## src/rtl/mem_ctrl_pkg.sv

```systemverilog
// mem_ctrl_pkg: shared states, opcodes and defaults for the memory arbiter
package mem_ctrl_pkg;
  localparam int DATA_W = 8;
  localparam int ADDR_W = 3;
  localparam logic OP_READ = 1'b0;
  localparam logic OP_WRITE = 1'b1;
  localparam logic REQ_A = 1'b0;
  localparam logic REQ_B = 1'b1;
  typedef enum logic [1:0] {IDLE, SETUP, STROBE, RELEASE} state_t;
endpackage

```

## src/rtl/mem_arbiter_if.sv

```systemverilog
// mem_arbiter_if: one requester's request/response handshake with the arbiter
interface mem_arbiter_if #(
  parameter int DATA_W = mem_ctrl_pkg::DATA_W,
  parameter int ADDR_W = mem_ctrl_pkg::ADDR_W
);
  logic valid;
  logic write;
  logic [ADDR_W-1:0] addr;
  logic [DATA_W-1:0] wdata;
  logic ready;
  logic done;
  logic [DATA_W-1:0] rdata;
  modport master(output valid, write, addr, wdata, input ready, done, rdata);
  modport slave(input valid, write, addr, wdata, output ready, done, rdata);
endinterface

```

## src/rtl/rr_arbiter_2.sv

```systemverilog
// rr_arbiter_2: two-way round-robin arbiter; priority passes to the loser on each grant
module rr_arbiter_2
  import mem_ctrl_pkg::*;
(
  input  logic       clk,
  input  logic       rst,
  input  logic [1:0] req,
  input  logic       advance,
  output logic [1:0] grant
);
  logic r_prio;
  // lone requester wins; with both asking, the one holding priority wins
  always_comb grant = (req == 2'b11) ? ((r_prio == REQ_B) ? 2'b10 : 2'b01) : req;
  // hand priority to the other requester after every actual grant
  always_ff @(posedge clk or posedge rst)
    if (rst) r_prio <= REQ_A;
    else if (advance && |grant) r_prio <= grant[0] ? REQ_B : REQ_A;
endmodule

```

## src/rtl/mem_arbiter.sv

```systemverilog
// mem_arbiter: shares one latch-based memory between two requesters with setup/strobe/release timing
module mem_arbiter
  import mem_ctrl_pkg::*;
#(
  parameter int DATA_W = mem_ctrl_pkg::DATA_W,
  parameter int ADDR_W = mem_ctrl_pkg::ADDR_W,
  parameter int STROBE_CYCLES = 1
) (
  input  logic              clk,
  input  logic              rst,
  mem_arbiter_if.slave      a,
  mem_arbiter_if.slave      b,
  output logic              mem_op,
  output logic              mem_select,
  output logic [ADDR_W-1:0] mem_address,
  output logic [DATA_W-1:0] mem_in_bus,
  input  logic [DATA_W-1:0] mem_out_bus,
  output logic              busy
);
  localparam int CW = (STROBE_CYCLES > 1) ? $clog2(STROBE_CYCLES) : 1;
  state_t r_state, w_state;
  logic [CW-1:0] r_cnt, w_cnt;
  logic r_who, w_who, w_op, w_sel, w_cap, w_idle;
  logic [ADDR_W-1:0] w_addr;
  logic [DATA_W-1:0] w_din, r_a_rdata, r_b_rdata;
  logic [1:0] w_grant;
  assign w_idle = (r_state == IDLE);
  rr_arbiter_2 u_rr (
    .clk    (clk),
    .rst    (rst),
    .req    ({b.valid, a.valid}),
    .advance(w_idle),
    .grant  (w_grant)
  );
  assign a.ready = w_idle && w_grant[0];
  assign b.ready = w_idle && w_grant[1];
  assign a.done = (r_state == RELEASE) && (r_who == REQ_A);
  assign b.done = (r_state == RELEASE) && (r_who == REQ_B);
  assign a.rdata = r_a_rdata;
  assign b.rdata = r_b_rdata;
  assign busy = !w_idle;
  // next state; the mem_* registers double as the latched request and move only on transitions
  always_comb begin
    w_state = r_state;
    w_cnt = r_cnt;
    w_who = r_who;
    w_op = mem_op;
    w_sel = mem_select;
    w_addr = mem_address;
    w_din = mem_in_bus;
    w_cap = 1'b0;
    case (r_state)
      IDLE: if (|w_grant) begin
        w_state = SETUP;
        w_who = w_grant[1];
        w_op = w_grant[1] ? b.write : a.write;
        w_addr = w_grant[1] ? b.addr : a.addr;
        w_din = (w_op == OP_READ) ? '0 : (w_grant[1] ? b.wdata : a.wdata);
      end
      SETUP: begin
        w_state = STROBE;
        w_sel = 1'b1;
        w_cnt = CW'(STROBE_CYCLES - 1);
      end
      STROBE: if (r_cnt == '0) begin
        w_state = RELEASE;
        w_sel = 1'b0;
        w_cap = (mem_op == OP_READ);
      end else w_cnt = r_cnt - CW'(1);
      default: w_state = IDLE;
    endcase
  end
  // state and memory-side registers; async reset drops mem_select at once
  always_ff @(posedge clk or posedge rst)
    if (rst) begin
      r_state <= IDLE;
      r_cnt <= '0;
      r_who <= REQ_A;
      mem_op <= 1'b0;
      mem_select <= 1'b0;
      mem_address <= '0;
      mem_in_bus <= '0;
    end else begin
      r_state <= w_state;
      r_cnt <= w_cnt;
      r_who <= w_who;
      mem_op <= w_op;
      mem_select <= w_sel;
      mem_address <= w_addr;
      mem_in_bus <= w_din;
    end
  // capture read data on the last strobe edge into the owning requester's register
  always_ff @(posedge clk or posedge rst)
    if (rst) begin
      r_a_rdata <= '0;
      r_b_rdata <= '0;
    end else if (w_cap) begin
      if (r_who == REQ_A) r_a_rdata <= mem_out_bus;
      else r_b_rdata <= mem_out_bus;
    end
endmodule

```

## src/flat_wrapper.sv

```systemverilog
// flat-port wrapper written by rule: the top's interface ports become plain ports
module mem_arbiter_flat import mem_ctrl_pkg::*;
#(
  parameter int DATA_W = mem_ctrl_pkg::DATA_W,
  parameter int ADDR_W = mem_ctrl_pkg::ADDR_W,
  parameter int STROBE_CYCLES = 1
)
  (clk, rst, mem_op, mem_select, mem_address, mem_in_bus, mem_out_bus, busy, a_valid, a_write, a_addr, a_wdata, a_ready, a_done, a_rdata, b_valid, b_write, b_addr, b_wdata, b_ready, b_done, b_rdata);
  mem_arbiter_if #(.DATA_W(DATA_W), .ADDR_W(ADDR_W)) a_i ();
  mem_arbiter_if #(.DATA_W(DATA_W), .ADDR_W(ADDR_W)) b_i ();
  input  logic clk;
  input  logic rst;
  output logic mem_op;
  output logic mem_select;
  output logic [ADDR_W-1:0] mem_address;
  output logic [DATA_W-1:0] mem_in_bus;
  input  logic [DATA_W-1:0] mem_out_bus;
  output logic busy;
  input wire logic [$bits(a_i.valid)-1:0] a_valid;
  input wire logic [$bits(a_i.write)-1:0] a_write;
  input wire logic [$bits(a_i.addr)-1:0] a_addr;
  input wire logic [$bits(a_i.wdata)-1:0] a_wdata;
  output wire logic [$bits(a_i.ready)-1:0] a_ready;
  output wire logic [$bits(a_i.done)-1:0] a_done;
  output wire logic [$bits(a_i.rdata)-1:0] a_rdata;
  input wire logic [$bits(b_i.valid)-1:0] b_valid;
  input wire logic [$bits(b_i.write)-1:0] b_write;
  input wire logic [$bits(b_i.addr)-1:0] b_addr;
  input wire logic [$bits(b_i.wdata)-1:0] b_wdata;
  output wire logic [$bits(b_i.ready)-1:0] b_ready;
  output wire logic [$bits(b_i.done)-1:0] b_done;
  output wire logic [$bits(b_i.rdata)-1:0] b_rdata;
  assign a_i.valid = a_valid;
  assign a_i.write = a_write;
  assign a_i.addr = a_addr;
  assign a_i.wdata = a_wdata;
  assign a_ready = a_i.ready;
  assign a_done = a_i.done;
  assign a_rdata = a_i.rdata;
  assign b_i.valid = b_valid;
  assign b_i.write = b_write;
  assign b_i.addr = b_addr;
  assign b_i.wdata = b_wdata;
  assign b_ready = b_i.ready;
  assign b_done = b_i.done;
  assign b_rdata = b_i.rdata;
  mem_arbiter #(.DATA_W(DATA_W), .ADDR_W(ADDR_W), .STROBE_CYCLES(STROBE_CYCLES)) u_core (.clk(clk), .rst(rst), .a(a_i), .b(b_i), .mem_op(mem_op), .mem_select(mem_select), .mem_address(mem_address), .mem_in_bus(mem_in_bus), .mem_out_bus(mem_out_bus), .busy(busy));
endmodule
```

## config.mk

```make
export PLATFORM = sky130hd
export DESIGN_NAME = mem_arbiter_flat
export DESIGN_NICKNAME = d
export VERILOG_FILES = /design/src/rtl/mem_ctrl_pkg.sv /design/src/rtl/mem_arbiter_if.sv /design/src/rtl/rr_arbiter_2.sv /design/src/rtl/mem_arbiter.sv /design/src/flat_wrapper.sv
export SDC_FILE = /design/constraint.sdc
export NUM_CORES = 1
export LEC_CHECK = 0
export ABC_CLOCK_PERIOD_IN_PS = 1710
export CORE_MARGIN = 10
export CORE_UTILIZATION = 30
export CTS_BUF_LIST = sky130_fd_sc_hd__clkbuf_8
export CTS_CLUSTER_DIAMETER = 50
export DETAILED_ROUTE_END_ITERATION = 16
export MAX_ROUTING_LAYER = met4
export PLACE_DENSITY_LB_ADDON = 0.08
export SYNTH_ARGS = -nofsm -noshare
export SYNTH_HDL_FRONTEND = slang
export SYNTH_HIERARCHICAL = 1
export SYNTH_SLANG_ARGS = --single-unit
```

## constraint.sdc

```tcl
create_clock -name clk -period 1.71 [get_ports clk]
set_input_delay 0.171 -clock clk [delete_from_list [all_inputs] [get_ports clk]]
set_output_delay 0.171 -clock clk [all_outputs]
set_load 0.02 [all_outputs]
```

# Yosys cells after proc, flatten, opt, wreduce, memory -nomap -nowiden
# Index checks and enable logic that the tools add are counted.
[classes]
mux = 16
reduce_logical = 14
n_div = 0
n_bitwise = 2
n_mul = 0
eq_ne = 6
n_shift = 0
addsub = 1
n_lt_le_gt_ge = 0
[ops]
columns = ["cell", "n"]
rows = [
  ["$mux 8", 2],
  ["$reduce_and 2->1", 5],
  ["$mux 2", 4],
  ["$eq 2x2->1 const B", 3],
  ["$mux 1", 6],
  ["$pmux 2 s3", 1],
  ["$logic_and 1x1->1", 5],
  ["$pmux 1 s2", 2],
  ["$mux 3", 1],
  ["$eq 2x1->1 const B", 1],
  ["$logic_not 2->1", 1],
  ["$ne 2x1->1 const B", 1],
  ["$ne 2x2->1 const B", 1],
  ["$not 1->1", 2],
  ["$reduce_bool 2->1", 1],
  ["$reduce_or 2->1", 1],
  ["$logic_not 1->1", 1],
  ["$sub 1x1->1 const B", 1],
]
[totals]
wordCells = 49
romBits = 0
memories = 0
output_inout_bits = 34
regBits = 34
ram_bits = 0
latch_bits = 0

# Logic depth before layout (Yosys ltp)
[logic_depth]
ltp_word = 5
mapped_depth = 7

# Cells and area by module
# Netlist, hierarchy kept.
[by_module_without_submodules]
columns = ["mod", "cells_each", "area_per_inst_um2", "instances"]
rows = [
  ["mem_arbiter", 113, 1447.6, 1],
  ["rr_arbiter_2", 7, 58.8, 1],
]

# Least setup slack after synthesis
# Ideal clock, no wire load.
[synth_timing]
path_kind = "register to register"
startpoint = "register u_core.r_state[0]"
endpoint = "register u_core.r_a_rdata[0], in the netlist u_core/a.rdata[0]"
required_time_ns = 1.585
slack_ns = 0.170
arrival_time_ns = 1.415
stages_incl_launch_ff = 5
n_path_buf = 0
cell_sequence = "dfrtp_1 inv_1 ha_1 nor3b_4 mux2_2"
[synth_between]
elab_chain_cells = 3
[synth_rtl]
columns = ["element", "line", "text"]
rows = [
  ["from (decl)", "mem_arbiter.sv:21", "state_t r_state, w_state;"],
  ["from (signal assigned)", "mem_arbiter.sv:84", "r_state <= w_state;"],
  ["$eq 2x2->1", "mem_arbiter.sv:52", "case (r_state)"],
  ["$mux 1", "mem_arbiter.sv:52", ""],
  ["$reduce_and 2->1 (no line)", "--", ""],
  ["to (signal assigned)", "mem_arbiter.sv:98", "if (r_who == REQ_A) r_a_rdata <= mem_out_bus;"],
  ["to (decl)", "mem_arbiter.sv:25", "logic [DATA_W-1:0] w_din, r_a_rdata, r_b_rdata;"],
]
# No other way between the ends.
# A chain may end at the register's enable or synchronous reset.

# Final worst setup path
[layout_timing]
startpoint = "register u_core.r_state[0]"
endpoint = "output port b_done"
[layout_between]
elab_chain_cells = 2
[layout_rtl]
columns = ["element", "line", "text"]
rows = [
  ["$eq 2x2->1", "mem_arbiter.sv:38", "assign b.done = (r_state == RELEASE) && (r_who == REQ_B);"],
  ["$logic_and 1x1->1", "mem_arbiter.sv:38", ""],
  ["to (decl)", "flat_wrapper.sv:31", "output wire logic [$bits(b_i.done)-1:0] b_done;"],
]
# No other way between the ends.

==> results.toml <==
[outcome]
status = "finished clean"

[yosys]
dominantRegCellSynth = "dfrtp_1"
ys.warnings.count = 6
ys_seq_area_share_pct = 54.8
async_reset_ff_share_pct = 100
synth-edff-count = 0
ys_seq_elements = 33
avgSynthCellArea_um2 = 12.6
synth_common_cells = "33 x dfrtp_1, 17 x mux2_2, 15 x nand2_1"
syn_area_um2 = 1510
synth_top_family_by_area = "multiplexers"
synthTopCellsByArea = "dfrtp_1 55%, mux2_2 13%, mux2i_1 7.3%"
synth_cell_types = 25
syn_inst = 120
yosys.area_share.adder_pct = 4.15
synth_most_common_cell = "dfrtp_1"
synth-compound-area-share_pct = 8.80
yosys.area_share.simple_pct = 9.39
synth_top_area_cell = "dfrtp_1"
synth_nets = 161
synthXorXnorAreaFrac_pct = 0
synthMuxAreaShare_pct = 20.0
yosysTopAreaCellShare_pct = 54.8

[pwr]
power_frac_clock_pct = 13.3
seq_power_share_pct = 32.4
swShare_pct = 38.0
leakage_nw = 1.07
p_per_area_nw_per_um2 = 1740
total_power_mw = 4.26
p_int_mw = 2.64
max-vdd-ir-drop_uv = 513
p_comb_share_pct = 54.3
p_sw_mw = 1.62

[timing]
relSlewSlack_pct = 79.4
min_period_ps = 1610
finalSetupViolCount = 0
setup_tns_ps = 0
hold_viol = 0
maxSlewViolCount = 0
fin_skew_ps = 5.17
min_period_over_period_pct = 93.9
fmax_mhz = 623
tightestPinTransition_ps = 309
rsz0062_at_grt = "no"

[cts]
clk_path_buf_depth = 2
htreeDepth = 2
ctsRootBufferMaster = "clkbuf_8"
hold_buffers = 0
numClockSinks = 33
cts.clk_slew.worst_paths_ps = 70
clk_latency_ps = 290
cts_tree = "yes"
cts_buffers = 5

[global_routing]
grt_pass1_vias = 1338
overflow = 0
antenna_found_initial = 0
grt_max_degree = 18
grt_pass1_wl_um = 6640
grt_usage_pct = 10.4

[critical_path]
arrival_ps = 1440
r2r_start = "u_core/r_state[0]"
reg2reg_slack_ps = 160
worstRegToRegCells = 5
critPathCaptureType = "output pin"
cp-start-kind = "flop"
reg2reg_to = "u_core/a.rdata[6]"
critPathKind = "flop to output pin"
worstPathRequired_ps = 1540
cp_max_fo = 3

[layout]
syn_to_final_growth_pct = 62.5
diodes = 0
final_layout_size_suffix_gt1_share_pct = 21.5
multiInputGateArea_um2 = 642
seq_area_um2 = 826
nets = 245
fillCellCount = 435

[place]
dp_hpwl_um = 3380
portBuffers = 69
place_congestion = 0.726

[job]
maxCapViolations = 0

[floorplanning]
ios = 70
initial_core_util_pct = 31.5
die_area_um2 = 8260
rows = 25
die_w_um = 90.9
die_y_um = 90.9
core_area_um2 = 4790

[drt]
drcViolationCount = 0
dr.first_iter.drc_count = 32
wl_per_cell_um = 15.0
firstDrtPassIters = 4
vias = 1215
drt_wl_total_um = 4070
avgViaCountPerCell = 4.47
drtAntennaViolNets = 0

[worst_hold_path]
hp-class = "input pin to asynchronous set/reset pin"
metrics by stage:
step | std cells | util (%) | instance area (µm²) | setup WS [ps] | hold WS (ps)
6_report | 272 | 51.1 | 2450 | 104 | 55.7
3_3_place_gp | 264 | 49.6 | 2370 | -63.9 | 363
3_5_place_dp | 264 | 49.6 | 2370 | -150 | 359
2_1_floorplan | 120 | - | 1510 | 170 | -100
4_1_cts | 272 | 51.3 | 2450 | 11.3 | 48.3
5_1_grt | 272 | 51.1 | 2450 | 15.0 | 68.5
worst max-delay path, stage by stage, from the launching register on:
cell and delay [ps]:
dfrtp_1 380, buf_4 140, ha_1 200, and2_1 150, clkdlybuf4s15_1 280
cell families (layout without fill, tap and decap cells):
kind of cell	Yosys count	count (layout)
muxes	28	28
buffers and inverters	9	94
and+or+nand+nor	25	25
AOI/OAI and AO/OA	20	20
adders and majority gates	5	5
DFF	33	33
metal layers:
metal  share of wire, %  GRT usage (%)
met1                 42           10.2
met2                 47           17.2
met5                  0              -
met3                9.7           5.57
met4                1.4           3.92
final cells by class:
cell class / instances / area share [%]
Timing Repair Buffer: 80 / 32.2
Tap cell: 67 / 3.43
Multi-Input combinational cell: 78 / 26.2
Clock buffer: 5 / 2.81
Inverter: 6 / 0.920
Clock inverter: 3 / 0.716
Sequential cell: 33 / 33.7
cell usage in the layout (no fill, tap or decap), types with 3 or more instances in the layout:
master and count:
o21ai_0 10, clkbuf_8 5, clkdlybuf4s50_1 64, inv_1 6, and2_1 3, ha_1 5, mux2_2 17, mux2i_1 11
dfrtp_1 33, buf_4 9, nand2_1 15
what timing repair did:
item / in CTS / in global routing
endpoints found under the setup margin: 5 / 4
setup buffers: 0 / 0
resized for setup: 6 / 5
pin swaps: 0 / 0
power by group through the flow:
stage | Combinational, mW | Sequential (mW) | Clock [mW]
global placement | 2.35 | 1.38 | 0
CTS | 2.37 | 1.39 | 0.588
floorplan | 0.849 | 1.76 | 0
finish | 2.32 | 1.38 | 0.565
detailed placement | 2.39 | 1.40 | 0
global route | 2.51 | 1.44 | 0.618
worst max-delay path by stage:
stage / start / endpoint / cells after the start
6_report: u_core/r_state[0] / b_done / 4
5_1_grt: u_core/r_state[0] / b_done / 4
4_1_cts: u_core/r_state[1] / b_ready / 4
3_5_place_dp: a_valid / a_ready / 4
3_3_place_gp: a_valid / b_ready / 5
2_1_floorplan: u_core/r_state[0] / u_core/a.rdata[0] / 4
flip-flops by register name (all words and copies together), names as in the netlist:
name	count
u_core/mem_select	1
u_core/b.rdata	8
u_core/a.rdata	8
u_core/mem_address	3
u_core/mem_op	1
u_core/u_rr/r_prio	1
u_core/mem_in_bus	8
u_core/r_who	1
u_core/r_state	2
Power figures use the tool's default switching activity.
